`config.mk`:
```
export PLATFORM = sky130hd
export DESIGN_NAME = icache_refill_unit
export DESIGN_NICKNAME = d
export VERILOG_FILES = /design/src/rtl/icache_pkg.sv /design/src/rtl/icache_line_assembler.sv /design/src/rtl/icache_refill_unit.sv
export SDC_FILE = /design/constraint.sdc
export NUM_CORES = 1
export LEC_CHECK = 0
export CORE_MARGIN = 5
export CORE_UTILIZATION = 41
export DETAILED_ROUTE_END_ITERATION = 16
export GPL_ROUTABILITY_DRIVEN = 1
export PLACE_DENSITY = 0.67
export SYNTH_ARGS = -nofsm -noshare
export SYNTH_HDL_FRONTEND = slang
export SYNTH_SLANG_ARGS = --single-unit
```
`constraint.sdc`:
```
create_clock -name CLK -period 11.6 [get_ports CLK]
set_input_delay 1.16 -clock CLK [delete_from_list [all_inputs] [get_ports CLK]]
set_output_delay 1.16 -clock CLK [all_outputs]
set_load 0.02 [all_outputs]
```
`src/rtl/icache_pkg.sv`:
```
// Shared instruction-cache geometry and refill FSM state encoding.
// Used by both the cache array and the refill unit so line geometry stays consistent.
package icache_pkg;

    localparam int ADDR_W         = 32;
    localparam int WORD_W         = 32;
    localparam int WORDS_PER_LINE = 4;
    localparam int LINE_W         = WORD_W * WORDS_PER_LINE;
    localparam int OFFSET_BITS    = 4;
    localparam int INDEX_BITS     = 3;
    localparam int TAG_BITS       = 25;

    localparam logic [1:0] ST_IDLE = 2'd0;
    localparam logic [1:0] ST_REQ  = 2'd1;
    localparam logic [1:0] ST_WAIT = 2'd2;
    localparam logic [1:0] ST_FILL = 2'd3;

endpackage

```
`src/rtl/icache_line_assembler.sv`:
```
// Line assembly buffer: one word written per cycle into a selected slot; o_line_nxt shows
// the buffer with this cycle's write already merged, so the final word can be captured same-edge.
module icache_line_assembler #(
    parameter int WORD_W = icache_pkg::WORD_W,
    parameter int WORDS  = icache_pkg::WORDS_PER_LINE,
    parameter int SLOT_W = (WORDS > 1) ? $clog2(WORDS) : 1
) (
    input  logic                      i_clk,
    input  logic                      i_rst,
    input  logic                      i_clr,
    input  logic                      i_we,
    input  logic [SLOT_W-1:0]         i_slot,
    input  logic [WORD_W-1:0]         i_wdat,
    output logic [WORD_W*WORDS-1:0]   o_line_nxt
);

    logic [WORD_W*WORDS-1:0] r_line;
    logic [WORD_W*WORDS-1:0] w_line_nxt;

    always_comb begin
        w_line_nxt = r_line;
        for (int k = 0; k < WORDS; k++) begin
            if (i_we && (i_slot == SLOT_W'(k))) begin
                w_line_nxt[k*WORD_W +: WORD_W] = i_wdat;
            end
        end
    end

    always_ff @(posedge i_clk or posedge i_rst) begin
        if (i_rst) begin
            r_line <= '0;
        end else if (i_clr) begin
            r_line <= '0;
        end else begin
            r_line <= w_line_nxt;
        end
    end

    assign o_line_nxt = w_line_nxt;

endmodule

```
`src/rtl/icache_refill_unit.sv`:
```
// I-cache miss refill: fetches a line word by word (one outstanding read, unbounded latency)
// and presents it with a one-cycle fill strobe; FILL lands 2*WORDS_PER_LINE+1 cycles after the miss at 1-cycle memory.
module icache_refill_unit #(
    parameter int ADDR_W         = icache_pkg::ADDR_W,
    parameter int WORD_W         = icache_pkg::WORD_W,
    parameter int WORDS_PER_LINE = icache_pkg::WORDS_PER_LINE
) (
    input  logic                             CLK,
    input  logic                             RST,
    input  logic                             miss_req,
    input  logic [ADDR_W-1:0]                miss_addr,
    output logic                             busy,
    output logic                             mem_rd_en,
    output logic [ADDR_W-1:0]                mem_addr,
    input  logic                             mem_rd_valid,
    input  logic [WORD_W-1:0]                mem_rd_data,
    output logic                             fill_valid,
    output logic [ADDR_W-1:0]                fill_addr,
    output logic [WORD_W*WORDS_PER_LINE-1:0] fill_line
);

    import icache_pkg::*;

    localparam int LW      = WORD_W * WORDS_PER_LINE;
    localparam int CW      = (WORDS_PER_LINE > 1) ? $clog2(WORDS_PER_LINE) : 1;
    localparam int BYTE_SH = $clog2(WORD_W / 8);
    localparam int OFF_W   = $clog2(WORDS_PER_LINE * WORD_W / 8);
    localparam logic [CW-1:0]     LAST_SLOT = CW'(WORDS_PER_LINE - 1);
    localparam logic [ADDR_W-1:0] OFF_MASK  = ADDR_W'((1 << OFF_W) - 1);

    logic [1:0]        r_state;
    logic [CW-1:0]     r_cnt;
    logic [ADDR_W-1:0] r_base;
    logic [ADDR_W-1:0] r_fill_addr;
    logic [LW-1:0]     r_fill_line;
    logic [LW-1:0]     w_line_nxt;
    logic              w_capture;
    logic              w_wr;

    assign w_capture = (r_state == ST_IDLE) && miss_req;
    assign w_wr      = (r_state == ST_WAIT) && mem_rd_valid;

    icache_line_assembler #(
        .WORD_W (WORD_W),
        .WORDS  (WORDS_PER_LINE),
        .SLOT_W (CW)
    ) u_asm (
        .i_clk      (CLK),
        .i_rst      (RST),
        .i_clr      (w_capture),
        .i_we       (w_wr),
        .i_slot     (r_cnt),
        .i_wdat     (mem_rd_data),
        .o_line_nxt (w_line_nxt)
    );

    // fill_line/fill_addr load on the edge entering FILL so they are valid alongside fill_valid
    always_ff @(posedge CLK or posedge RST) begin
        if (RST) begin
            r_state     <= ST_IDLE;
            r_cnt       <= '0;
            r_base      <= '0;
            r_fill_addr <= '0;
            r_fill_line <= '0;
        end else begin
            case (r_state)
                ST_IDLE: begin
                    if (miss_req) begin
                        r_base  <= miss_addr & ~OFF_MASK;
                        r_cnt   <= '0;
                        r_state <= ST_REQ;
                    end
                end
                ST_REQ: begin
                    r_state <= ST_WAIT;
                end
                ST_WAIT: begin
                    if (mem_rd_valid) begin
                        if (r_cnt == LAST_SLOT) begin
                            r_fill_line <= w_line_nxt;
                            r_fill_addr <= r_base;
                            r_state     <= ST_FILL;
                        end else begin
                            r_cnt   <= r_cnt + CW'(1);
                            r_state <= ST_REQ;
                        end
                    end
                end
                ST_FILL: begin
                    r_state <= ST_IDLE;
                end
                default: begin
                    r_state <= ST_IDLE;
                end
            endcase
        end
    end

    assign busy       = (r_state != ST_IDLE);
    assign mem_rd_en  = (r_state == ST_REQ);
    assign mem_addr   = r_base + (ADDR_W'(r_cnt) << BYTE_SH);
    assign fill_valid = (r_state == ST_FILL);
    assign fill_addr  = r_fill_addr;
    assign fill_line  = r_fill_line;

endmodule

```
==> flow_summary.json, run 1 <==
{
  "status": "complete, no violations",
  "tightestPinTransition_ns": 1.26,
  "reg2reg_setup_slack_ns": 8.86,
  "critPathRequiredTime_ns": 10.44,
  "clock_latency_ns": 0.54,
  "tns_ns": 0,
  "hold_path_class": "reg -> reg",
  "relSlewSlack": 0.162,
  "cts.sinks": 284,
  "arrival_ns": 2.06,
  "netlist_instances": 1251,
  "cp_max_fo": 16,
  "setup_viol": 0,
  "yosysTopAreaCellShare": 0.599,
  "cp_slowest_cell": "clkdlybuf4s50_1",
  "hold_viol": 0,
  "drv_cap": 0,
  "synth_warnings": 0,
  "wl_um": 31500,
  "layout_common_cells": "nand2_1, dfrtp_1, clkdlybuf4s50_1, mux2i_1, o21ai_1",
  "viasPerCell": 4.87,
  "hold_slack_ns": 0.469,
  "min_from": "fill_addr[12]$_DFFE_PP0P_",
  "port-buffer-count": 252,
  "initial_core_util": 0.414,
  "grt_pass1_wl_um": 51300,
  "grt_usage": 0.191,
  "h-tree-depth": 1,
  "drt_iter0_drc": 543,
  "fin_util": 0.543,
  "clockRootBuffer": "clkbuf_16",
  "postCtsSetupBuffers": 0,
  "clk_path_buf_depth": 3,
  "peakVddDrop_mv": 0.136,
  "yosysTopAreaCell": "dfrtp_1",
  "core_um2": 28600,
  "die_w_um": 180,
  "vias": 9078,
  "wl_per_cell_um": 16.9,
  "cts_resized": 0,
  "worst_path_largest_cell_delay_ns": 0.58,
  "seq_area_frac_synth": 0.599,
  "nFillCells": 2573,
  "cts_hold_buf": 0,
  "synthTopCellsByArea": "dfrtp_1, nand2_1, mux2i_1",
  "rsz0062_at_grt": "false",
  "final_common_cell": "nand2_1",
  "drt-pass1-iter-count": 5,
  "worstSetupPathType": "reg -> out",
  "finalWeightedCongestion": 0.735,
  "slew_viol_final": 0,
  "synth_cell_type_count": 26,
  "dp_hpwl_um": 19200,
  "period_share": 0.278,
  "fmax_mhz": 311,
  "grt-ovfl-total": 0,
  "row_count": 62,
  "fin_skew_ns": 0.00965,
  "num-nets-final": 1531,
  "fin_crit_ns": 3.22,
  "diodes": 0,
  "reg2reg_from": "r_state[1]$_DFFE_PP0P_",
  "syn_area_um2": 11900,
  "crit_path_cell_trace": "or2_2, clkdlybuf4s50_1",
  "synth-seq-cells": 284,
  "ios": 263,
  "power.total_mw": 3.73,
  "endpoint_kind": "primary output",
  "drive_above_1_share": 0.0480,
  "avgSynthCellArea_um2": 9.48,
  "hold_depth": 2,
  "clk_pin_slew_ns": 0.06,
  "syn_to_final_growth_pct": 31.0,
  "rr_worst_depth": 4,
  "grt_pass1_vias": 9182,
  "start_kind": "flip-flop",
  "antenna_found_initial": 0,
  "dieArea_um2": 32400,
  "r2r-end": "r_cnt[1]$_DFFE_PP0P_",
  "worstHoldEndpoint": "fill_addr[12]$_DFFE_PP0P_",
  "grt_max_degree": 150,
  "die_h_um": 180,
  "tritoncts": "done",
  "numCtsBuffers": 30,
  "postRouteAntennaNets": 0,
  "powerDensity_nw_per_um2": 240,
  "drc": 0,
  "leakage_nw": 7.06
}
metrics by stage:
| step | setup WS (ns) | cell area, µm² | std cells |
|---|---|---|---|
| global route | 8.15 | 15500 | 1863 |
| finish | 8.38 | 15500 | 1863 |
| global placement | 7.83 | 14500 | 1811 |
| CTS | 8.35 | 15500 | 1863 |
| detailed placement | 7.78 | 14500 | 1811 |
| floorplan | 2.60 | 11900 | 1256 |
cell families (layout without fill, tap and decap cells):
family,count (synthesis),count (layout),synth area share
other,1,6,0.000316
adders and majority gates,4,4,0.00422
AOI/OAI and AO/OA,197,197,0.0838
and+or+nand+nor,570,570,0.187
buffers and inverters,98,321,0.0431
DFF,284,284,0.599
muxes,97,97,0.0819
report_power, final:
| group | leakage, nW | switching (mW) | internal (mW) | total [mW] |
|---|---|---|---|---|
| Clock | 0.509 | 0.384 | 0.614 | 0.998 |
| Sequential | 3.88 | 0.161 | 1.25 | 1.41 |
| Combinational | 2.66 | 0.746 | 0.575 | 1.32 |
| Total | 7.06 | 1.29 | 2.44 | 3.73 |
cells in the mapped netlist (all sizes together):
| master | count |
|---|---|
| a21oi | 96 |
| a31oi | 1 |
| and2 | 1 |
| and4b | 5 |
| buf | 76 |
| clkbuf | 19 |
| conb | 1 |
| dfrtp | 284 |
| ha | 4 |
| inv | 3 |
| mux2i | 97 |
| nand2 | 553 |
| nand2b | 1 |
| nand3b | 1 |
| nand4b | 4 |
| nor2b | 2 |
| nor3b | 1 |
| o21ai | 97 |
| o21bai | 1 |
| o22ai | 1 |
| o31ai | 1 |
| or2 | 1 |
| or3b | 1 |
area by class of cell:
type                            count  area [µm²]  area share
Sequential cell                   284        7110       0.457
Inverter                            3        18.8     0.00121
Tap cell                          384         480      0.0309
Clock buffer                       40         840      0.0540
Timing Repair Buffer              266        2630       0.169
Multi-Input combinational cell    874        4280       0.275
Clock inverter                     12         185      0.0119
worst max-delay path: cells and delay by family, from the launching register on:
kind	cells	cell delay [ns]
simple gates	1	0.38
flops	1	0.56
buf+inv	1	0.58
layer usage:
layer  global-route usage  share of wire  vias up
met4               0.0433          0.021        0
met3               0.0543          0.073       44
li1                     -              -     4452
met2                0.307           0.46      231
met1                0.260           0.45     4351
met5                    0              0        -
state kept, by name, summed over array words and instances, names as in the netlist:
name,flops
r_base,28
fill_line,128
fill_addr,28
r_cnt,2
r_state,2
u_asm.r_line,96
how the worst max path moves through the flow:
stage                                       from                        end  slack (ns)  cells past startpoint
after floorplan                              RST  fill_addr[10]$_DFFE_PP0P_        2.60                      1
after global placement                  miss_req       r_cnt[1]$_DFFE_PP0P_        7.83                      5
after detailed placement                miss_req       r_cnt[1]$_DFFE_PP0P_        7.78                      5
after CTS                 r_state[1]$_DFFE_PP0P_                       busy        8.35                      2
after global routing                    miss_req       r_cnt[1]$_DFFE_PP0P_        8.15                      5
final                     r_state[1]$_DFFE_PP0P_                       busy        8.38                      2
No activity file was read; power rests on OpenSTA's default activity.
==> run 2, diff against run 1 <==
- clock period: 11.6 -> 3.1 ns (I/O delays scaled with it)
==> run 2 against run 1 <==
  * Critical path depth unchanged
  * Via count increased by 1.1%
  * Cell area increased by 1.3%
  * Clock skew increased by 0.0027 ns
  * Worst hold slack got worse by 0.31 ns
  * Critical path type unchanged
  * Die area unchanged
  * Global-route usage increased by 0.24 points
  * Final cell count increased by 0.59%
  * Flip-flop and latch count unchanged
  * Utilization increased by 0.72 points
  * Non-clock buffer count increased by 5
  * Register-to-register slack got worse by 8.0 ns
==> flow_summary.json, run 2 (synthesis gave the netlist of run 1 again) <==
{
  "wl_um": 31700,
  "vias": 9180,
  "cts_resized": 0,
  "fin_skew_ns": 0.0123,
  "switchingPower_mw": 4.92,
  "slew_viol_final": 0,
  "viasPerCell": 4.90,
  "clock_latency_ns": 0.56,
  "setup_viol": 0,
  "row_count": 62,
  "grt-ovfl-total": 0,
  "fin_cells": 1874,
  "final_common_cell": "nand2_1",
  "nFillCells": 2544,
  "cts.sinks": 284,
  "hold_slack_ns": 0.157,
  "placed_area_um2": 14600,
  "h-tree-depth": 1,
  "fin_crit_ns": 2.40,
  "grt_pass1_wl_um": 52100,
  "cts_hold_buf": 0,
  "crit_path_cell_trace": "nor2b_1, clkdlybuf4s50_1",
  "p_clk_frac": 0.279,
  "initial_core_util": 0.414,
  "layout_common_cells": "nand2_1, dfrtp_1, clkdlybuf4s50_1, mux2i_1, o21ai_1",
  "intPower_mw": 9.34,
  "port-buffer-count": 252,
  "tritoncts": "done",
  "status": "complete, no violations",
  "start_kind": "flip-flop",
  "switching_share": 0.345,
  "arrival_ns": 2.09,
  "powerDensity_nw_per_um2": 905,
  "largest_reg_flops": 128,
  "fmax_mhz": 416,
  "finalWeightedCongestion": 0.756,
  "drc": 0,
  "ios": 263,
  "grt_max_degree": 155,
  "endpoint_kind": "primary output",
  "postCtsSetupBuffers": 0,
  "core_um2": 28600,
  "leakage_nw": 7.15,
  "clk_path_buf_depth": 3,
  "antenna_found_initial": 0,
  "die_w_um": 180,
  "hold_path_class": "in -> async",
  "relSlewSlack": 0.463,
  "tightestPinTransition_ns": 0.806,
  "grt_pass1_vias": 9362,
  "numCtsBuffers": 31,
  "wl_per_cell_um": 16.9,
  "p_seq_frac": 0.371,
  "drv_cap": 0,
  "clockRootBuffer": "clkbuf_16",
  "critPathTopFamily": "buffers and inverters",
  "postRouteAntennaNets": 0,
  "diodes": 0,
  "dieArea_um2": 32400,
  "hold_viol": 0,
  "worstSetupPathType": "reg -> out",
  "stdcell_area_um2": 15700,
  "cp_slowest_cell": "clkdlybuf4s50_1",
  "worst_path_largest_cell_delay_ns": 0.67,
  "drive_above_1_share": 0.0584,
  "cp_max_fo": 16,
  "drt_iter0_drc": 626,
  "power.total_mw": 14.3,
  "die_h_um": 180,
  "critPathRequiredTime_ns": 2.79,
  "drt-pass1-iter-count": 4,
  "dp_hpwl_um": 20100,
  "grt_usage": 0.193,
  "syn_to_final_growth_pct": 32.7,
  "placed_cells": 1816,
  "peakVddDrop_mv": 0.617,
  "num-nets-final": 1537,
  "rsz0062_at_grt": "false",
  "clk_pin_slew_ns": 0.06,
  "combPwrFrac": 0.349,
  "period_share": 0.776,
  "critPathBufInv": 1
}
-- run 2: final timing paths --
kind / cells past startpoint / slack (ns) / endpoint / startpoint
max: 2 / 0.70 / mem_rd_en / r_state[0]$_DFFE_PP0P_
min: 2 / 0.16 / r_base[16]$_DFFE_PP0P_ / RST
max reg2reg: 5 / 0.81 / u_asm.r_line[10]$_DFF_PP0_ / r_cnt[0]$_DFFE_PP0P_
min reg2reg: 2 / 0.47 / fill_addr[17]$_DFFE_PP0P_ / fill_addr[17]$_DFFE_PP0P_
max in group asynchronous: 3 / 1.90 / u_asm.r_line[9]$_DFF_PP0_ / RST
min in group CLK: 3 / 0.29 / r_base[20]$_DFFE_PP0P_ / miss_addr[20]
-- run 2: metrics by stage --
step,utilization,setup TNS [ns],worst slack (ns)
2_1_floorplan,-,-276.41,-0.973
3_3_place_gp,0.511,0,0.853
3_5_place_dp,0.511,0,0.784
4_1_cts,0.550,0,0.659
5_1_grt,0.550,0,0.493
6_report,0.550,0,0.696
-- run 2: power groups by stage --
stage / registers (mW) / clock network [mW] / logic (mW)
6_report: 5.30 / 3.98 / 4.98
5_1_grt: 5.44 / 4.22 / 5.43
4_1_cts: 5.31 / 4.07 / 5.07
3_5_place_dp: 5.36 / 0 / 5.05
3_3_place_gp: 5.31 / 0 / 4.98
2_1_floorplan: 6.07 / 0 / 2.10
-- run 2: final cells by class --
type                            count  area [µm²]  share of cell area
Multi-Input combinational cell    874        4280               0.272
Inverter                            3        15.0            0.000954
Sequential cell                   284        7110               0.451
Tap cell                          384         480              0.0305
Clock buffer                       38         862              0.0548
Timing Repair Buffer              271        2740               0.174
Clock inverter                     20         259              0.0165
-- run 2: routing by layer --
layer	GRT usage	vias up	part of all wire	wire (µm)
met4	0.0402	0	0.019	603
li1	-	4465	-	-
met1	0.262	4432	0.44	13900
met2	0.314	242	0.47	14900
met5	0	-	0	0
met3	0.0557	41	0.074	2350
-- run 2: worst reg2reg max path, stage by stage, from the launching register on --
cell	delay, ns
dfrtp_1	0.42
inv_1	0.16
ha_2	0.48
and4b_2	0.86
nand2_1	0.12
a21oi_1	0.18
